[src/rtl/axis_deadlock_watchdog_pkg.sv]
// Shared types and helpers for the AXIS kernel deadlock watchdog.
package axis_wdog_pkg;

    // Watchdog life cycle: settle after reset, watch, confirm a stall, hold the diagnosis.
    typedef enum logic [1:0] {
        WARMUP  = 2'd0,
        MONITOR = 2'd1,
        CONFIRM = 2'd2,
        LOCKED  = 2'd3
    } wdog_state_e;

    // Index width for n items, never narrower than one bit.
    function automatic int idx_width(input int n);
        return (n <= 1) ? 1 : $clog2(n);
    endfunction

endpackage

[src/rtl/axis_deadlock_watchdog_lsb_prio_enc.sv]
// Lowest-set-bit priority encoder; yields 0 for an all-zero input.
module lsb_prio_enc
    import axis_wdog_pkg::*;
#(
    parameter int W     = 2,
    parameter int IDX_W = idx_width(W)
) (
    input  logic [W-1:0]     in_vec,
    output logic [IDX_W-1:0] idx
);

    // Scan from the top so the lowest set bit is the last one written.
    always_comb begin
        idx = '0;
        for (int i = W - 1; i >= 0; i--) begin
            if (in_vec[i]) begin
                idx = IDX_W'(i);
            end
        end
    end

endmodule

[src/rtl/axis_deadlock_watchdog.sv]
// Kernel-wide deadlock watchdog: detects a sustained AXIS stall across all
// instances, latches a diagnosis snapshot and raises a sticky flag plus IRQ.
module axis_deadlock_watchdog
    import axis_wdog_pkg::*;
#(
    parameter int NUM_AXIS       = 2,
    parameter int NUM_INST       = 1,
    parameter int CNT_W          = 16,
    parameter int STARTUP_CYCLES = 10,
    localparam int IDX_W         = idx_width(NUM_AXIS)
) (
    input  logic                kernel_monitor_clock,
    input  logic                kernel_monitor_reset,
    input  logic [NUM_AXIS-1:0] axis_block_sigs,
    input  logic [NUM_INST-1:0] inst_idle_sigs,
    input  logic [NUM_INST-1:0] inst_block_sigs,
    input  logic [CNT_W-1:0]    threshold,
    input  logic                clear,
    output logic                block,
    output logic                deadlock,
    output logic                deadlock_irq,
    output logic [NUM_AXIS-1:0] blocked_mask,
    output logic [NUM_AXIS-1:0] stuck_mask,
    output logic [IDX_W-1:0]    first_blocked_idx,
    output logic [CNT_W-1:0]    stall_cycles
);

    localparam int WARM_LAST = (STARTUP_CYCLES > 0) ? STARTUP_CYCLES - 1 : 0;
    localparam int WARM_W    = idx_width(WARM_LAST + 1);

    wdog_state_e         state_q, state_d;
    logic [WARM_W-1:0]   warm_cnt_q, warm_cnt_d;
    logic [CNT_W-1:0]    stall_q, stall_d;
    logic [IDX_W-1:0]    fbi_q, fbi_d;
    logic [NUM_AXIS-1:0] bmask_q, bmask_d;
    logic [NUM_AXIS-1:0] smask_q, smask_d;
    logic                block_q, block_d;
    logic                dl_q, dl_d;
    logic                irq_q, irq_d;

    logic                raw;
    logic [IDX_W-1:0]    lowest_idx;
    logic [CNT_W-1:0]    eff_thr_m1;

    // Stall counters stick at all-ones instead of wrapping.
    function automatic logic [CNT_W-1:0] sat_inc(input logic [CNT_W-1:0] c);
        return (c == {CNT_W{1'b1}}) ? c : c + CNT_W'(1);
    endfunction

    // Kernel is stalled when some port waits on the outside and no instance is doing work.
    assign raw = (|axis_block_sigs) & (&(inst_idle_sigs | inst_block_sigs));

    lsb_prio_enc #(
        .W     (NUM_AXIS),
        .IDX_W (IDX_W)
    ) u_first_blocked (
        .in_vec (axis_block_sigs),
        .idx    (lowest_idx)
    );

    // Threshold of 0 behaves as 1, so the lock compare is against max(threshold,1)-1.
    always_comb begin
        eff_thr_m1 = (threshold == '0) ? '0 : threshold - CNT_W'(1);
    end

    // Next-state and next-output logic; clear overrides any lock decision outside WARMUP.
    always_comb begin
        state_d    = state_q;
        warm_cnt_d = warm_cnt_q;
        stall_d    = stall_q;
        fbi_d      = fbi_q;
        bmask_d    = bmask_q;
        smask_d    = smask_q;
        dl_d       = dl_q;
        irq_d      = 1'b0;
        block_d    = (state_q != WARMUP) & raw;

        if (state_q == WARMUP) begin
            if (warm_cnt_q == WARM_W'(WARM_LAST)) begin
                state_d = MONITOR;
            end else begin
                warm_cnt_d = warm_cnt_q + WARM_W'(1);
            end
        end else if (clear) begin
            state_d = MONITOR;
            dl_d    = 1'b0;
            bmask_d = '0;
            smask_d = '0;
            stall_d = '0;
        end else begin
            case (state_q)
                MONITOR: begin
                    stall_d = '0;
                    if (raw) begin
                        state_d = CONFIRM;
                        stall_d = CNT_W'(1);
                        fbi_d   = lowest_idx;
                    end
                end
                CONFIRM: begin
                    if (!raw) begin
                        state_d = MONITOR;
                        stall_d = '0;
                    end else if (stall_q >= eff_thr_m1) begin
                        state_d = LOCKED;
                        dl_d    = 1'b1;
                        irq_d   = 1'b1;
                        bmask_d = axis_block_sigs;
                        smask_d = ~axis_block_sigs;
                    end else begin
                        stall_d = sat_inc(stall_q);
                    end
                end
                LOCKED: begin
                    if (raw) begin
                        stall_d = sat_inc(stall_q);
                    end
                end
                default: begin
                    state_d = state_q;
                end
            endcase
        end
    end

    // State and registered outputs; reset aborts any stall and restarts warmup.
    always_ff @(posedge kernel_monitor_clock or negedge kernel_monitor_reset) begin
        if (!kernel_monitor_reset) begin
            state_q    <= WARMUP;
            warm_cnt_q <= '0;
            stall_q    <= '0;
            fbi_q      <= '0;
            bmask_q    <= '0;
            smask_q    <= '0;
            block_q    <= 1'b0;
            dl_q       <= 1'b0;
            irq_q      <= 1'b0;
        end else begin
            state_q    <= state_d;
            warm_cnt_q <= warm_cnt_d;
            stall_q    <= stall_d;
            fbi_q      <= fbi_d;
            bmask_q    <= bmask_d;
            smask_q    <= smask_d;
            block_q    <= block_d;
            dl_q       <= dl_d;
            irq_q      <= irq_d;
        end
    end

    assign block             = block_q;
    assign deadlock          = dl_q;
    assign deadlock_irq      = irq_q;
    assign blocked_mask      = bmask_q;
    assign stuck_mask        = smask_q;
    assign first_blocked_idx = fbi_q;
    assign stall_cycles      = stall_q;

endmodule

[config.mk]
export PLATFORM = sky130hd
export DESIGN_NAME = axis_deadlock_watchdog
export DESIGN_NICKNAME = d
export VERILOG_FILES = /design/src/rtl/axis_deadlock_watchdog_pkg.sv /design/src/rtl/axis_deadlock_watchdog_lsb_prio_enc.sv /design/src/rtl/axis_deadlock_watchdog.sv
export SDC_FILE = /design/constraint.sdc
export NUM_CORES = 1
export LEC_CHECK = 0
export ABC_AREA = 1
export ABC_CLOCK_PERIOD_IN_PS = 2390
export CAP_MARGIN = 20
export CORE_ASPECT_RATIO = 1.2
export CORE_MARGIN = 3
export CORE_UTILIZATION = 54
export CTS_BUF_LIST = sky130_fd_sc_hd__clkbuf_16
export DETAILED_ROUTE_END_ITERATION = 10
export GPL_TIMING_DRIVEN = 0
export PLACE_DENSITY_LB_ADDON = 0.15
export SYNTH_ARGS = -nofsm -noshare
export SYNTH_HDL_FRONTEND = slang
export SYNTH_SLANG_ARGS = --single-unit
[constraint.sdc]
create_clock -name kernel_monitor_clock -period 2.39 [get_ports kernel_monitor_clock]
set_input_delay 0.717 -clock kernel_monitor_clock [delete_from_list [all_inputs] [get_ports kernel_monitor_clock]]
set_output_delay 0.717 -clock kernel_monitor_clock [all_outputs]
set_load 0.005 [all_outputs]
==> results.sh, run 1 <==
export IMPL_outcome="finished, violations left"
export IMPL_violations="negative setup slack"
export IMPL_fin_crit_sh_pct=131.3
export IMPL_gp_congestion=0.9262
export IMPL_netlist_area_um2=2844
export IMPL_netlist_top_cells_area="dfrtp_1, nand2_1, ha_1"
export IMPL_viasPerCell=5.724
export IMPL_path_buf_inv=4
export IMPL_ys_warnings_count=0
export IMPL_root_buffer="clkbuf_16"
export IMPL_antenna_found_initial=0
export IMPL_drc_errors=0
export IMPL_die_x_um=72.25
export IMPL_hold_viol_final=0
export IMPL_htree_levels=2
export IMPL_rsz0062_at_grt="yes"
export IMPL_cts_tree="built"
export IMPL_overflow=0
export IMPL_finalNetCount=541
export IMPL_arrival_ns=3.29
export IMPL_cp_cell_sequence="dlygate4sd2_1, nor2_4, inv_1, nor4_1, nand4_1, nand3b_1, ha_1, a21oi_1, o21ai_2, a21oi_2, nand2_2, nand3_4, nand2_4, buf_8, buf_12, nand2_4, o21ai_2"
export IMPL_grtUsageTotal_pct=28.26
export IMPL_ys_flop_type="dfrtp_1"
export IMPL_ys_async_sr_fraction_pct=100.0
export IMPL_skew_ns=0.005616
export IMPL_synthTopCellsByCount="nand2_1, inv_1, nor2_1"
export IMPL_yosysMostFrequentCell="nand2_1"
export IMPL_critPathRequiredTime_ns=2.54
export IMPL_synth_edf_count=0
export IMPL_worst_pin_slew_ns=0.6836
export IMPL_cts_buffers=5
export IMPL_cp_max_fo=5
export IMPL_grt_max_degree=31
export IMPL_ys_ff_latch=30
export IMPL_start_util_pct=56.77
export IMPL_dp_hpwl_um=5525
export IMPL_portBuffers=46
export IMPL_dp_slack_ns=-1.765
export IMPL_clock_path_buffers=2
export IMPL_p_per_area_nw_per_um2=596.5
export IMPL_final_area_um2=4170
export IMPL_setup_violations=24
export IMPL_syn_avg_cell_area_um2=6.971
export IMPL_syn_to_final_growth_pct=46.63
export IMPL_clkSinkCount=30
export IMPL_fmax_ghz=0.3187
export IMPL_placed_cell_area_um2=3428
export IMPL_setup_worst_path_class="in -> reg"
export IMPL_design_core_area_um2=5010
export IMPL_grt_pass1_vias=3123
export IMPL_synth_largest_area_cell="dfrtp_1"
export IMPL_slowest_delay_ns=0.31
export IMPL_power_w=0.002487
export IMPL_cellLeakagePower_nw=1.983
export IMPL_hold_class="in -> async"
export IMPL_synth_top_cell_area_share_pct=26.40
export IMPL_peakVddDrop_v=0.0007103
export IMPL_final_seq_area_um2=750.7
export IMPL_drv_slew=0
export IMPL_start_kind="input port"
export IMPL_path_delay_family="simple AND/OR/NAND/NOR gates"
export IMPL_vias=3171
export IMPL_dr_pass1_iters=4
export IMPL_cap_violations=0
export IMPL_yosys_cell_types_count=36
export IMPL_grt_pass1_wl_um=13970
export IMPL_num_fill_cells=301
export IMPL_fin_crit_ns=3.137
export IMPL_antenna_cells=0
export IMPL_slew_headroom_pct=54.43
export IMPL_die_h_um=85.50
export IMPL_dieArea_um2=6177
export IMPL_final_setup_tns_ns=-16.48
export IMPL_insertion_delay_ns=0.27
export IMPL_setup_ws_ns=-0.7473
export IMPL_drt_total_wl_um=9078
export IMPL_drive_gt1_share_pct=33.40
export IMPL_synth_yosys_seq_area_share_pct=26.40
export IMPL_wire_per_inst_um=16.39
export IMPL_multi_input_area_um2=2213
export IMPL_io_pins=47
export IMPL_syn_inst=408
export IMPL_synth_nets=456
export IMPL_rows=28
export IMPL_drt_iter0_markers=155
export IMPL_slowest_stage="dlygate4sd2_1"
export IMPL_clkTransAtPathRegs_ns=0.05
export IMPL_end_kind="flop"
export IMPL_ant_nets=0
export IMPL_holdBufCountCts=0
## final timing paths
path,slack [ns],startpoint,depth (start not counted),to
max,-0.75,threshold[12],17,stall_cycles[12]$_DFFE_PN0P_
min,0.48,kernel_monitor_reset,1,stall_cycles[10]$_DFFE_PN0P_
max reg2reg,0.30,stall_cycles[13]$_DFFE_PN0P_,11,stall_cycles[12]$_DFFE_PN0P_
min reg2reg,0.48,deadlock$_DFFE_PN0P_,2,deadlock$_DFFE_PN0P_
max in group asynchronous,1.46,kernel_monitor_reset,1,stall_cycles[1]$_DFFE_PN0P_
min in group kernel_monitor_clock,0.48,deadlock$_DFFE_PN0P_,2,deadlock$_DFFE_PN0P_
## final cells by class
| type | count | area share [%] |
|---|---|---|
| clock buffer | 5 | 3.000 |
| multi-input combinational | 326 | 53.08 |
| tap | 60 | 1.800 |
| sequential | 30 | 18.00 |
| inverter | 47 | 4.890 |
| buffer | 5 | 1.230 |
| timing repair buffer | 78 | 17.73 |
| clock inverter | 3 | 0.2700 |
## cell families after synthesis
logic type      after synthesis  synth area share, %
simple gates                235                38.54
compound gates               52                11.88
buf+inv                      52                7.875
flops                        30                26.40
fa+ha+maj                    25                11.00
xor+xnor                     14                4.312
## metrics by stage
stage	instances	hold WS (ns)	util, %
CTS	548	0.4784	78.92
global placement	514	0.4607	68.53
detailed placement	514	0.4633	68.43
finish	554	0.4810	83.24
global route	554	0.5035	83.24
floorplan	408	0.4214	-
## state kept, by name, summed over array words and instances (netlist names)
name and count:
stall_cycles 16, warm_cnt_q 4, blocked_mask 2, state_q 2, stuck_mask 2, block 1, deadlock 1, deadlock_irq 1
first_blocked_idx 1
## layout by cell type, fill, tap and decap left out, types with 9 or more instances in the layout
cell / Yosys / layout
o21ai_1: 5 / 9
nand3_1: 25 / 21
buf_6: 1 / 9
inv_2: 5 / 13
buf_4: 1 / 24
nor2_4: 2 / 12
inv_1: 42 / 31
clkdlybuf4s50_1: 0 / 29
nand2_1: 118 / 104
o21ai_2: 10 / 12
dfrtp_1: 30 / 30
nand2_2: 15 / 16
nor2_2: 12 / 12
nor2_1: 34 / 24
nand4_1: 14 / 14
a21oi_1: 13 / 10
ha_1: 25 / 18
nand2_4: 0 / 13
## per-layer routing
| metal | track usage (%) | share of wire [%] | vias to the layer above |
|---|---|---|---|
| li1 | - | - | 1514 |
| met1 | 31.09 | 38 | 1513 |
| met2 | 53.44 | 55 | 120 |
| met3 | 3.283 | 4.3 | 24 |
| met4 | 11.79 | 2.5 | 0 |
| met5 | 0 | 0 | - |
## where the power goes
group	internal, W	total, W	switching (W)	leakage, nW
clock	0.000374	0.000587	0.000213	0.0663
sequential	0.000550	0.000605	0.0000548	0.402
combinational	0.000589	0.00130	0.000707	1.52
total	0.00151	0.00249	0.000975	1.98
## what timing repair did
action	in CTS	in global routing
endpoints found under the hold margin	0	0
resized for setup	93	63
endpoints found under the setup margin	24	24
pin swaps	26	41
cloned	1	0
buffers inserted	25	7
(Power assumes the default switching activity.)
==> run 2, diff against run 1 <==
--- a/config.mk
+++ b/config.mk
@@ -12,6 +12,7 @@
 export CORE_MARGIN = 3
 export CORE_UTILIZATION = 54
 export CTS_BUF_LIST = sky130_fd_sc_hd__clkbuf_16
+export CTS_CLUSTER_SIZE = 30
 export DETAILED_ROUTE_END_ITERATION = 10
 export GPL_TIMING_DRIVEN = 0
 export PLACE_DENSITY_LB_ADDON = 0.15
==> results of run 2 <==
Final layout, timing and power as in run 1 (identical DEF).
